[config.mk]
export PLATFORM = sky130hd
export DESIGN_NAME = updi_start_ctrl
export DESIGN_NICKNAME = d
export VERILOG_FILES = /design/src/rtl/updi_start_ctrl.sv
export SDC_FILE = /design/constraint.sdc
export NUM_CORES = 1
export LEC_CHECK = 0
export CAP_MARGIN = 20
export CORE_MARGIN = 2
export CORE_UTILIZATION = 55
export DETAILED_ROUTE_END_ITERATION = 10
export GPL_TIMING_DRIVEN = 0
export PLACE_DENSITY_LB_ADDON = 0.12
export SYNTH_ARGS = -nofsm -noshare
export SYNTH_HDL_FRONTEND = slang
export SYNTH_SLANG_ARGS = --single-unit
[constraint.sdc]
create_clock -name clk -period 2.13 [get_ports clk]
set_clock_uncertainty 0.2 [all_clocks]
set_input_delay 0.5325 -clock clk [delete_from_list [all_inputs] [get_ports clk]]
set_output_delay 0.5325 -clock clk [all_outputs]
set_load 0.005 [all_outputs]
[src/rtl/updi_start_ctrl.sv]
// Debounced push-button start control for a UPDI programmer, with run/done/error status LEDs.
// Latency: btn_raw rise -> press after 2 + DEBOUNCE_CYCLES edges; start follows one edge later.
// No backpressure: a press seen while a run is starting or active is dropped, never queued.
module updi_start_ctrl #(
  parameter int DEBOUNCE_CYCLES     = 100000,
  parameter int BUSY_TIMEOUT_CYCLES = 1000,
  parameter int BLINK_DIV           = 5000000
) (
  input  logic clk,
  input  logic rst,
  input  logic btn_raw,
  input  logic prog_busy,
  output logic start,
  output logic led_run,
  output logic led_done,
  output logic led_error
);

  localparam int DW = $clog2(DEBOUNCE_CYCLES + 1);
  localparam int TW = $clog2(BUSY_TIMEOUT_CYCLES + 1);
  localparam int BW = $clog2(BLINK_DIV + 1);

  localparam logic [DW-1:0] DEB_LAST   = DW'(DEBOUNCE_CYCLES - 1);
  localparam logic [DW-1:0] DEB_MAX    = '1;
  localparam logic [TW-1:0] TMO_LAST   = TW'(BUSY_TIMEOUT_CYCLES - 1);
  localparam logic [BW-1:0] BLINK_LAST = BW'(BLINK_DIV - 1);

  typedef enum logic [2:0] {
    ST_IDLE,
    ST_START,
    ST_WAIT,
    ST_RUN,
    ST_DONE,
    ST_ERROR
  } state_t;

  logic          sync1;
  logic          btn_s;
  logic          btn_stable;
  logic [DW-1:0] deb_cnt;
  logic          press;

  state_t        state;
  state_t        state_nxt;
  logic [TW-1:0] tmo_cnt;
  logic [TW-1:0] tmo_nxt;
  logic [BW-1:0] blink_cnt;
  logic [BW-1:0] blink_nxt;
  logic          err_nxt;

  // Synchronise the raw button, debounce it, and emit press on an accepted 0->1 change.
  always_ff @(posedge clk) begin
    if (!rst) begin
      sync1      <= 1'b0;
      btn_s      <= 1'b0;
      btn_stable <= 1'b0;
      deb_cnt    <= '0;
      press      <= 1'b0;
    end else begin
      sync1 <= btn_raw;
      btn_s <= sync1;
      press <= 1'b0;
      if (btn_s == btn_stable) begin
        deb_cnt <= '0;
      end else if (deb_cnt == DEB_LAST) begin
        // Press is registered alongside btn_stable, so it lines up with the rising edge.
        btn_stable <= btn_s;
        deb_cnt    <= '0;
        press      <= btn_s;
      end else if (deb_cnt != DEB_MAX) begin
        deb_cnt <= deb_cnt + 1'b1;
      end
    end
  end

  // Next-state, timeout counter and blink phase; outputs are derived from the next state.
  always_comb begin
    state_nxt = state;
    tmo_nxt   = tmo_cnt;
    blink_nxt = blink_cnt;
    err_nxt   = led_error;
    case (state)
      ST_IDLE: begin
        // A busy line that is already high here is ignored; only a press starts a run.
        if (press) state_nxt = ST_START;
      end
      ST_START: begin
        tmo_nxt   = '0;
        state_nxt = ST_WAIT;
      end
      ST_WAIT: begin
        // Busy wins over the final timeout count.
        if (prog_busy) begin
          state_nxt = ST_RUN;
        end else if (tmo_cnt == TMO_LAST) begin
          state_nxt = ST_ERROR;
        end else begin
          tmo_nxt = tmo_cnt + 1'b1;
        end
      end
      ST_RUN: begin
        // Any drop of busy ends the run; glitches are not filtered.
        if (!prog_busy) state_nxt = ST_DONE;
      end
      ST_DONE: begin
        if (press) state_nxt = ST_START;
      end
      ST_ERROR: begin
        if (press) begin
          state_nxt = ST_START;
        end else if (blink_cnt == BLINK_LAST) begin
          blink_nxt = '0;
          err_nxt   = ~led_error;
        end else begin
          blink_nxt = blink_cnt + 1'b1;
        end
      end
      default: state_nxt = ST_IDLE;
    endcase

    // The blink starts high with a fresh phase on entry, and is dark outside ERROR.
    if (state_nxt == ST_ERROR && state != ST_ERROR) begin
      err_nxt   = 1'b1;
      blink_nxt = '0;
    end else if (state_nxt != ST_ERROR) begin
      err_nxt   = 1'b0;
      blink_nxt = '0;
    end
  end

  // State register plus registered outputs decoded from the next state.
  always_ff @(posedge clk) begin
    if (!rst) begin
      state     <= ST_IDLE;
      tmo_cnt   <= '0;
      blink_cnt <= '0;
      start     <= 1'b0;
      led_run   <= 1'b0;
      led_done  <= 1'b0;
      led_error <= 1'b0;
    end else begin
      state     <= state_nxt;
      tmo_cnt   <= tmo_nxt;
      blink_cnt <= blink_nxt;
      start     <= (state_nxt == ST_START);
      led_run   <= (state_nxt == ST_WAIT) || (state_nxt == ST_RUN);
      led_done  <= (state_nxt == ST_DONE);
      led_error <= err_nxt;
    end
  end

endmodule
**Word level (Yosys, flattened, before mapping)**

Index checks and enable logic that the tools add are counted.

- Bits in writable memories: 0
- Memory bits (read-only): 0
- Bits of input ports: 4
- Output and inout port bits: 4
- Latch bits: 0
- Memories: 0
- Register bits: 61

- Bitwise logic cells: 5
- $add $sub $neg: 3
- Div/mod/pow operators: 0
- Shifts and indexed selects: 0
- Magnitude comparators: 0
- Equal/unequal tests: 20
- Reduce and logical (&&, ||, !) cells: 14
- Muxes and demuxes: 14
- Multipliers: 0

Operators by type and width:

| cell | count |
|---|---|
| $add A23 B1 Y23 const B | 1 |
| $eq A23 B23 Y1 const B | 1 |
| $mux W23 | 1 |
| $mux W10 | 2 |
| $pmux W10 S2 | 1 |
| $add A17 B1 Y17 const B | 1 |
| $eq A17 B17 Y1 const B | 1 |
| $ne A17 B17 Y1 const B | 1 |
| $eq A3 B2 Y1 const B | 4 |
| $eq A3 B3 Y1 const B | 4 |
| $mux W3 | 4 |
| $pmux W3 S4 | 1 |
| $reduce_or A3 Y1 | 4 |
| $add A10 B1 Y10 const B | 1 |
| $eq A10 B10 Y1 const B | 1 |
| $eq A3 B1 Y1 const B | 2 |
| $ne A3 B3 Y1 const B | 2 |
| $reduce_and A3 Y1 | 2 |
| $reduce_bool A3 Y1 | 2 |
| $mux W1 | 5 |
| $not A1 Y1 | 5 |
| $ne A2 B2 Y1 const B | 2 |
| $reduce_and A2 Y1 | 2 |
| $logic_not A3 Y1 | 1 |
| other kinds (5) | 5 |

**Depth between registers and ports, before layout**

Gate-level depths: netlist of the first run.

- Word-level depth: 8
- Gate-level depth with buffers: 10
- Gate-level depth less buffers: 9

**Worst setup path after synthesis of the first run**

No wires, ideal clock.

- Kind: register to register
- From: register deb_cnt[8]
- To: register deb_cnt[10]
- Cell stages (with the launch flop): 11
- Arrival: 1.937 ns
- Setup slack: -0.130 ns
- Buffers on the path: 1
- Period minus slack after synthesis: 2.260 ns
- Cell sequence: dfxtp_1 > and4_1 > nand4_1 > nor3_1 > ha_1 > clkbuf_1 > nand4b_1 > nor2_1 > and3_1 > xnor2_1 > nor2_1

- Word-level cells in the longest chain between the ends: 2

Ends and longest elaborated chain:

| what | RTL line | RTL |
|---|---|---|
| start: declaration | 40 | `logic [DW-1:0] deb_cnt;` |
| start signal: assignment | 71 | `deb_cnt <= deb_cnt + 1'b1;` |
| parallel branches: the longest is 2 deep, another holds $add A17 B1 Y17 | -- |  |

Several ways; the timed one is not identified.
A chain may end at the register's enable or synchronous reset.

**Final worst setup path of the first run**

Same ends and word-level chain as after synthesis.

==> flow_summary.ini, run 1 <==
[drt]
vias_per_cell = 5.39
wl_per_cell_microns = 13.3
drt_pass1_iterations = 4
drc = 0
antenna_left = 0
vias = 2309
wl_microns = 5670
drtIter0Drc = 127

[synth]
syn_inst = 321
yosys_most_used_dff = dfxtp_1
synth_area_sq_mm = 0.00287
yosys_register_bits = 61
yosysSeqAreaShare = 0.426
synth-edff-count = 0
async_flop_share = 0
yosys_warnings = 0
synth.distinct_cells = 49
synth.avg_cell_area_sq_um = 8.94
synth_fp_nets = 329

[critical_path]
worstPathRequired_ns = 2.16
crit_chain = and4_4 > nand4_1 > nor3_2 > ha_2 > nand4b_1 > nor2_4 > and3_4 > xnor2_2 > nor2_1
cp_num_buf_inv = 0
cp_top_family = simple AND/OR/NAND/NOR gates
crit_cells = 9
crit_arrival_ns = 2.20
critPathCaptureType = flip-flop
cp_slowest_cell = dfxtp_4
critPathMaxFanout = 5
critPathMaxStageDelay_ns = 0.37
r2r_cells = 9
critical_path_class = flip-flop to flip-flop
startpoint_type = flip-flop

[cts]
cts_max_path_buffers = 2
clock_latency_ns = 0.34
cts_made_buffers = 9
cts_tree = built
ctsHoldBuffers = 0
htreeDepth = 3
clkTransAtPathRegs_ns = 0.07
cts_sinks = 61
cts-root-buf = clkbuf_8

[timing]
finalHoldViolCount = 0
final-max-slew-violation-count = 0
finalSetupViolCount = 3
relSlewSlack = 0.665
post-route-worst-setup-slack_ns = -0.0428
finalCriticalPeriod_ns = 2.17
max_freq_ghz = 0.460
rsz0062_at_grt = true
whs_ns = 0.236
fin_crit_sh = 1.02
tightest_slew_ns = 0.501
tns_ns = -0.0868

[placement]
portBuffers = 7
hpwl_microns = 3640
placed_area_sq_mm = 0.00303
place.gp.congestion = 0.879
pre_cts_slack_ns = -0.453

[min_path]
min_path_type = flip-flop to flip-flop
hold_depth = 1

[floorplanning]
fp.dieH_microns = 76.2
ios = 8
core.rowCount = 26
core_sq_mm = 0.00507
start_util = 0.565
die_w_microns = 76.2
design.die.area_sq_mm = 0.00581

[global_routing]
grt_max_degree = 11
grt_pass1_vias = 2088
antenna_found_initial = 0
track_usage = 0.206
grt_pass1_wl_microns = 9630
grt_remaining_overflow = 0

[run]
cap_viol_max_count = 0

[final_layout]
fin_area_sq_mm = 0.00345
final_nets = 361
drive_above_1_share = 0.190
area_growth_pct = 20.4
antennaDiodeCount = 0
fillerInstances = 414
post-route-util = 0.680

[outcome]
violations = negative setup slack
status = finished, violations left

[pwr]
power-per-cell-area_mw_per_mm2 = 676
leakage_nw = 1.10
ir_drop_uv = 413
[registers in the layout (all words and copies together), names as in the netlist, 3 cells and up]
register / flops
blink_cnt: 23
tmo_cnt: 10
state: 3
deb_cnt: 17
[stage by stage]
step	total power [mW]	instances
after floorplan	1.18	321
after global placement	1.19	398
after detailed placement	1.19	398
after CTS	2.36	419
after global routing	2.41	428
final	2.34	428
[worst reg2reg max path: cells and delay by family, from the launching register on]
kind | cells | cell delay [ns]
and+or+nand+nor | 7 | 1.12
DFF | 1 | 0.37
adders and majority gates | 1 | 0.23
xor gates and xnor gates | 1 | 0.14
[metal layers]
| layer | global-route usage | up-vias | wire (microns) |
|---|---|---|---|
| li1 | - | 1188 | - |
| met1 | 0.263 | 1073 | 2700 |
| met2 | 0.326 | 35 | 2660 |
| met3 | 0.0675 | 13 | 213 |
| met4 | 0.0745 | 0 | 88 |
| met5 | 0 | - | 0 |
[final cells by class]
type	instances	area (sq um)	share of cell area
multi-input cells	244	1650	0.478
flip-flops and latches	61	1230	0.358
repair buffers	22	181	0.0525
clock buffers	12	155	0.0449
well taps	70	87.6	0.0254
clock inverters	4	70.1	0.0203
plain buffers	8	46.3	0.0134
inverters	7	26.3	0.00761
[synthesized netlist by cell type, types with 3 or more instances]
cell      number  area [sq um]
nor3_1        13          65.1
nand4b_1       4          35.0
mux2i_1        4          40.0
nand2_1       23          86.3
inv_1          7          26.3
nand3_1       16          80.1
clkbuf_1       4          15.0
nor4_1         6          37.5
dfxtp_1       61          1220
xor2_1        16           140
nor2b_1        4          25.0
nor4b_1        3          26.3
nor2_1        58           218
buf_2          3          15.0
a21oi_1        6          30.0
xnor2_1       30           263
o21ai_0        3          15.0
nand4_1       13          81.3
ha_1           4          50.1
and2_1         5          31.3
and4_1         3          26.3
[power by group]
group	internal (mW)	switching, mW
Sequential	1.14	0.00141
Combinational	0.00882	0.0136
Clock	0.719	0.453
[placed cells by master (no fill, tap or decap), types with 4 or more instances in the layout]
cell              n
nor2_1           56
dfxtp_1          56
xnor2_1          28
nand2_1          23
buf_4            16
xor2_1           16
nand3_1          15
nand4_1          13
nor3_1           11
clkbuf_8         11
inv_1             7
a21oi_1           6
clkdlybuf4s50_1   6
and2_1            5
nor4_1            5
nand4b_1          4
mux2i_1           4
[kinds of logic after synthesis]
| family | count (synthesis) | share of synthesized area |
|---|---|---|
| XOR/XNOR | 46 | 0.140 |
| multiplexers | 4 | 0.0140 |
| adder cells (fa/ha/maj) | 4 | 0.0174 |
| buffers and inverters | 16 | 0.0262 |
| AND/OR/NAND/NOR | 167 | 0.308 |
| flip-flops | 61 | 0.426 |
| AO/OA/AOI/OAI | 23 | 0.0685 |
[timing repair]
item                       4_1_cts  5_1_grt
buffers inserted                 6        9
pin swaps                        7       18
gates resized for setup         12       14
setup endpoints to repair       20       43
[worst paths after layout]
kind                           start                  endpoint  slack [ns]
max          deb_cnt[8]$_SDFFE_PP0P_  deb_cnt[10]$_SDFFE_PP0P_       -0.04
min reg2reg         sync1$_SDFF_PN0_          btn_s$_SDFF_PN0_        0.24
min                 sync1$_SDFF_PN0_          btn_s$_SDFF_PN0_        0.24
max reg2reg  deb_cnt[8]$_SDFFE_PP0P_  deb_cnt[10]$_SDFFE_PP0P_       -0.04
Power figures use the tool's default switching activity.
==> run 2: changes to the inputs <==
--- a/config.mk
+++ b/config.mk
@@ -11,6 +11,7 @@
 export DETAILED_ROUTE_END_ITERATION = 10
 export GPL_TIMING_DRIVEN = 0
 export PLACE_DENSITY_LB_ADDON = 0.12
+export RECOVER_POWER = 50
 export SYNTH_ARGS = -nofsm -noshare
 export SYNTH_HDL_FRONTEND = slang
 export SYNTH_SLANG_ARGS = --single-unit
==> flow_summary.ini, run 2 (synthesis gave the netlist of run 1 again) <==
[cts]
cts_tree = built
clock_latency_ns = 0.34
cts_sinks = 61
cts-root-buf = clkbuf_8
clkTransAtPathRegs_ns = 0.07
cts_max_path_buffers = 2
htreeDepth = 3
cts_made_buffers = 9

[min_path]
hold_depth = 1
min_path_type = flip-flop to flip-flop

[outcome]
status = finished, violations left
violations = negative setup slack

[timing]
finalSetupViolCount = 3
post-route-worst-setup-slack_ns = -0.0429
max_freq_ghz = 0.460
tightest_slew_ns = 0.495
finalHoldViolCount = 0
finalCriticalPeriod_ns = 2.17
relSlewSlack = 0.670
fin_crit_sh = 1.02
final-max-slew-violation-count = 0
rsz0062_at_grt = true

[critical_path]
startpoint_type = flip-flop
critPathMaxFanout = 5
r2r_cells = 9
worstPathRequired_ns = 2.16
critPathCaptureType = flip-flop
crit_arrival_ns = 2.20
critical_path_class = flip-flop to flip-flop

[final_layout]
final_nets = 361
area_growth_pct = 20.2
antennaDiodeCount = 0
largest_reg_flops = 23
mostFrequentLayoutCells = nor2_1, dfxtp_1, xnor2_1
post-route-util = 0.680
reg_top3 = blink_cnt: 23 flops, deb_cnt: 17 flops, tmo_cnt: 10 flops
fillerInstances = 416
fin_area_sq_mm = 0.00345
fin_cells = 428
drive_above_1_share = 0.187
top_register = blink_cnt

[pwr]
ir_drop_uv = 413
power-per-cell-area_mw_per_mm2 = 677
leakage_nw = 1.10

[placement]
place.gp.congestion = 0.879
portBuffers = 7
hpwl_microns = 3640
placed_area_sq_mm = 0.00303
pre_cts_slack_ns = -0.453
dp_cells = 398

[drt]
drc = 0
wl_per_cell_microns = 13.3
antenna_left = 0
vias_per_cell = 5.43
drtIter0Drc = 109
drt_pass1_iterations = 4
vias = 2325
wl_microns = 5690

[floorplanning]
core.rowCount = 26
start_util = 0.565
core_sq_mm = 0.00507
design.die.area_sq_mm = 0.00581
die_w_microns = 76.2
fp.dieH_microns = 76.2
ios = 8

[run]
cap_viol_max_count = 0

[global_routing]
track_usage = 0.206
grt_max_degree = 11
use_met3 = 0.0675
use_met2 = 0.326
use_met1 = 0.263
busiest_layer = met2
grt_pass1_wl_microns = 9630
grt_pass1_vias = 2088
grt_remaining_overflow = 0
antenna_found_initial = 0
==> run 2: changes by cell type in the layout (fill, tap and decap cells not counted), sizes merged <==
cell	change
clkdlybuf4s50	-1
dlygate4sd3	+1
==> run 2: cell type report <==
class / count / area, sq um / share of cell area
Buffer: 8 / 46.3 / 0.0134
Clock buffer: 12 / 155 / 0.0450
Clock inverter: 4 / 70.1 / 0.0203
Inverter: 7 / 26.3 / 0.00762
Multi-Input combinational cell: 244 / 1650 / 0.478
Sequential cell: 61 / 1230 / 0.358
Tap cell: 70 / 87.6 / 0.0254
Timing Repair Buffer: 22 / 181 / 0.0526
==> run 2: stage by stage <==
| step | power, mW | setup TNS [ns] | hold WS (ns) |
|---|---|---|---|
| 6_report | 2.33 | -0.0870 | 0.238 |
| 5_1_grt | 2.41 | -1.44 | 0.287 |
| 4_1_cts | 2.36 | 0 | 0.237 |
| 3_5_place_dp | 1.19 | -5.75 | 0.222 |
| 3_3_place_gp | 1.19 | -4.82 | 0.214 |
| 2_1_floorplan | 1.18 | -0.0480 | 0.212 |
==> run 2: where the power goes <==
part | internal [mW] | switching (mW)
clock | 0.719 | 0.453
sequential | 1.14 | 0.00143
combinational | 0.00839 | 0.0136
total | 1.87 | 0.468
==> run 2: timing repair <==
action | 4_1_cts | 5_1_grt
gates resized for setup | 12 | 14
buffers inserted | 6 | 9
pin swaps | 7 | 18
hold buffers | 0 | 0
setup endpoints to repair | 20 | 43
==> run 2: worst max-delay path, stage by stage (launching register included) <==
cell and delay, ns:
dfxtp_4 0.37, and4_4 0.22, nand4_1 0.15, nor3_2 0.25, ha_2 0.23, nand4b_1 0.19
nor2_4 0.08, and3_4 0.18, xnor2_2 0.14, nor2_1 0.05
==> run 2: routing by layer <==
metal / vias up / part of all wire / wire length [microns]
li1: 1190 / - / -
met1: 1096 / 0.48 / 2710
met2: 33 / 0.48 / 2730
met3: 6 / 0.035 / 200
met4: 0 / 0.0077 / 44
met5: - / 0 / 0
==> run 2: final timing paths <==
path	startpoint	to	slack, ns
worst max-delay path	deb_cnt[8]$_SDFFE_PP0P_	deb_cnt[10]$_SDFFE_PP0P_	-0.04
worst min-delay path	sync1$_SDFF_PN0_	btn_s$_SDFF_PN0_	0.24
worst max register to register	deb_cnt[8]$_SDFFE_PP0P_	deb_cnt[10]$_SDFFE_PP0P_	-0.04
worst min register to register	sync1$_SDFF_PN0_	btn_s$_SDFF_PN0_	0.24
==> run 3: changes to the inputs <==
--- a/config.mk
+++ b/config.mk
@@ -6,12 +6,12 @@
 export NUM_CORES = 1
 export LEC_CHECK = 0
 export CAP_MARGIN = 20
-export CORE_MARGIN = 2
 export CORE_UTILIZATION = 55
 export DETAILED_ROUTE_END_ITERATION = 10
 export GPL_TIMING_DRIVEN = 0
 export PLACE_DENSITY_LB_ADDON = 0.12
 export RECOVER_POWER = 50
+export SKIP_CTS_REPAIR_TIMING = 1
 export SYNTH_ARGS = -nofsm -noshare
 export SYNTH_HDL_FRONTEND = slang
 export SYNTH_SLANG_ARGS = --single-unit
==> flow_summary.ini, run 3 (synthesis gave the netlist of run 1 again) <==
[outcome]
status = finished, violations left
violations = negative setup slack

[floorplanning]
core_sq_mm = 0.00488
design.die.area_sq_mm = 0.00551
die_w_microns = 74.2
start_util = 0.588
core.rowCount = 25
ios = 8
fp.dieH_microns = 74.2

[timing]
finalSetupViolCount = 28
whs_ns = 0.236
rsz0062_at_grt = true
tightest_slew_ns = 0.461
finalCriticalPeriod_ns = 2.26
finalHoldViolCount = 0
max_freq_ghz = 0.442
post-route-worst-setup-slack_ns = -0.130
fin_crit_sh = 1.06
final-max-slew-violation-count = 0
tns_ns = -1.37
relSlewSlack = 0.692

[critical_path]
worstPathRequired_ns = 2.16
rrSetupSlack_ns = -0.13
r2r_cells = 9
startpoint_type = flip-flop
r2r-start = deb_cnt[8]$_SDFFE_PP0P_
critical_path_class = flip-flop to flip-flop
reg2reg_to = deb_cnt[15]$_SDFFE_PP0P_
critPathMaxFanout = 6
crit_arrival_ns = 2.29
critPathCaptureType = flip-flop

[pwr]
intPower_mw = 1.80
total_power_mw = 2.25
ir_drop_uv = 597
power-per-cell-area_mw_per_mm2 = 650
share_seq_of_total_power = 0.507
clockPowerShare = 0.483
switchingPower_mw = 0.447
leakage_nw = 1.13
switching_share = 0.199
comb_power_share = 0.010

[placement]
hpwl_microns = 3780
portBuffers = 7
place.gp.congestion = 0.819
placed_area_sq_mm = 0.00303

[final_layout]
top_register = blink_cnt
area_growth_pct = 20.7
layout_commonest_cell = nor2_1
antennaDiodeCount = 0
fin_area_sq_mm = 0.00346
final_nets = 361
mostFrequentLayoutCells = nor2_1, dfxtp_1, xnor2_1
reg_top3 = blink_cnt: 23 flops, deb_cnt: 17 flops, tmo_cnt: 10 flops
largest_reg_flops = 23
drive_above_1_share = 0.196

[global_routing]
grt_remaining_overflow = 0
antenna_found_initial = 0
use_met1 = 0.284
grt_pass1_wl_microns = 9340
use_met2 = 0.353
busiest_layer = met2
use_met3 = 0.0921
grt_max_degree = 11
track_usage = 0.226
grt_pass1_vias = 2073

[cts]
cts_max_path_buffers = 2
clkTransAtPathRegs_ns = 0.07
cts_tree = built
htreeDepth = 3
cts-root-buf = clkbuf_8
cts_sinks = 61
cts_made_buffers = 9
clock_latency_ns = 0.34

[drt]
drtIter0Drc = 117
antenna_left = 0
vias_per_cell = 5.47
vias = 2326
wl_microns = 5840
drc = 0
wl_per_cell_microns = 13.7
drt_pass1_iterations = 4

[min_path]
hold_depth = 1
holdCritStartpoint = sync1$_SDFF_PN0_
min_path_type = flip-flop to flip-flop
hold_path_end = btn_s$_SDFF_PN0_

[run]
cap_viol_max_count = 0
-- run 3: layout make-up --
cell class / instances / area [sq um]
sequential: 61 / 1230
tap: 67 / 83.8
timing repair buffer: 22 / 193
clock inverter: 5 / 75.1
buffer: 8 / 51.3
clock buffer: 11 / 131
fill: 413 / 1420
multi-input combinational: 244 / 1670
inverter: 7 / 26.3
-- run 3: worst max path at each step --
stage                            startpoint                        to  slack, ns  depth (start not counted)
floorplan           deb_cnt[8]$_SDFFE_PP0P_  deb_cnt[10]$_SDFFE_PP0P_      -0.05                         10
global placement                  prog_busy   tmo_cnt[7]$_SDFFE_PN0P_      -0.45                          6
detailed placement                prog_busy   tmo_cnt[7]$_SDFFE_PN0P_      -0.47                          6
CTS                 deb_cnt[8]$_SDFFE_PP0P_  deb_cnt[10]$_SDFFE_PP0P_      -0.36                         10
global route        deb_cnt[8]$_SDFFE_PP0P_  deb_cnt[15]$_SDFFE_PP0P_      -0.24                          9
finish              deb_cnt[8]$_SDFFE_PP0P_  deb_cnt[15]$_SDFFE_PP0P_      -0.13                          9
-- run 3: stage by stage --
stage | util | setup slack, ns | std cells
finish | 0.709 | -0.130 | 425
global route | 0.709 | -0.238 | 425
CTS | 0.663 | -0.355 | 411
detailed placement | 0.621 | -0.473 | 395
global placement | 0.621 | -0.449 | 395
floorplan | - | -0.0480 | 321
-- run 3: critical path: stages, from the launching register on --
cell and delay (ns):
dfxtp_4 0.35, and4_4 0.19, nand4_1 0.16, nor3_2 0.06, ha_2 0.22, nand4b_1 0.26
nor3_4 0.32, nor2b_4 0.22, xnor2_2 0.12, nor2_1 0.05
-- run 3: power groups by stage --
stage	combinational [mW]	sequential [mW]	clock, mW
3_3_place_gp	0.0222	1.17	0
4_1_cts	0.0225	1.14	1.11
2_1_floorplan	0.0111	1.17	0
3_5_place_dp	0.0224	1.17	0
5_1_grt	0.0253	1.14	1.17
6_report	0.0225	1.14	1.09
-- run 3: layer usage --
metal / vias to the layer above / wire length (microns)
met3: 8 / 250
met2: 42 / 2840
met1: 1094 / 2670
met4: 0 / 77
met5: - / 0
li1: 1182 / -
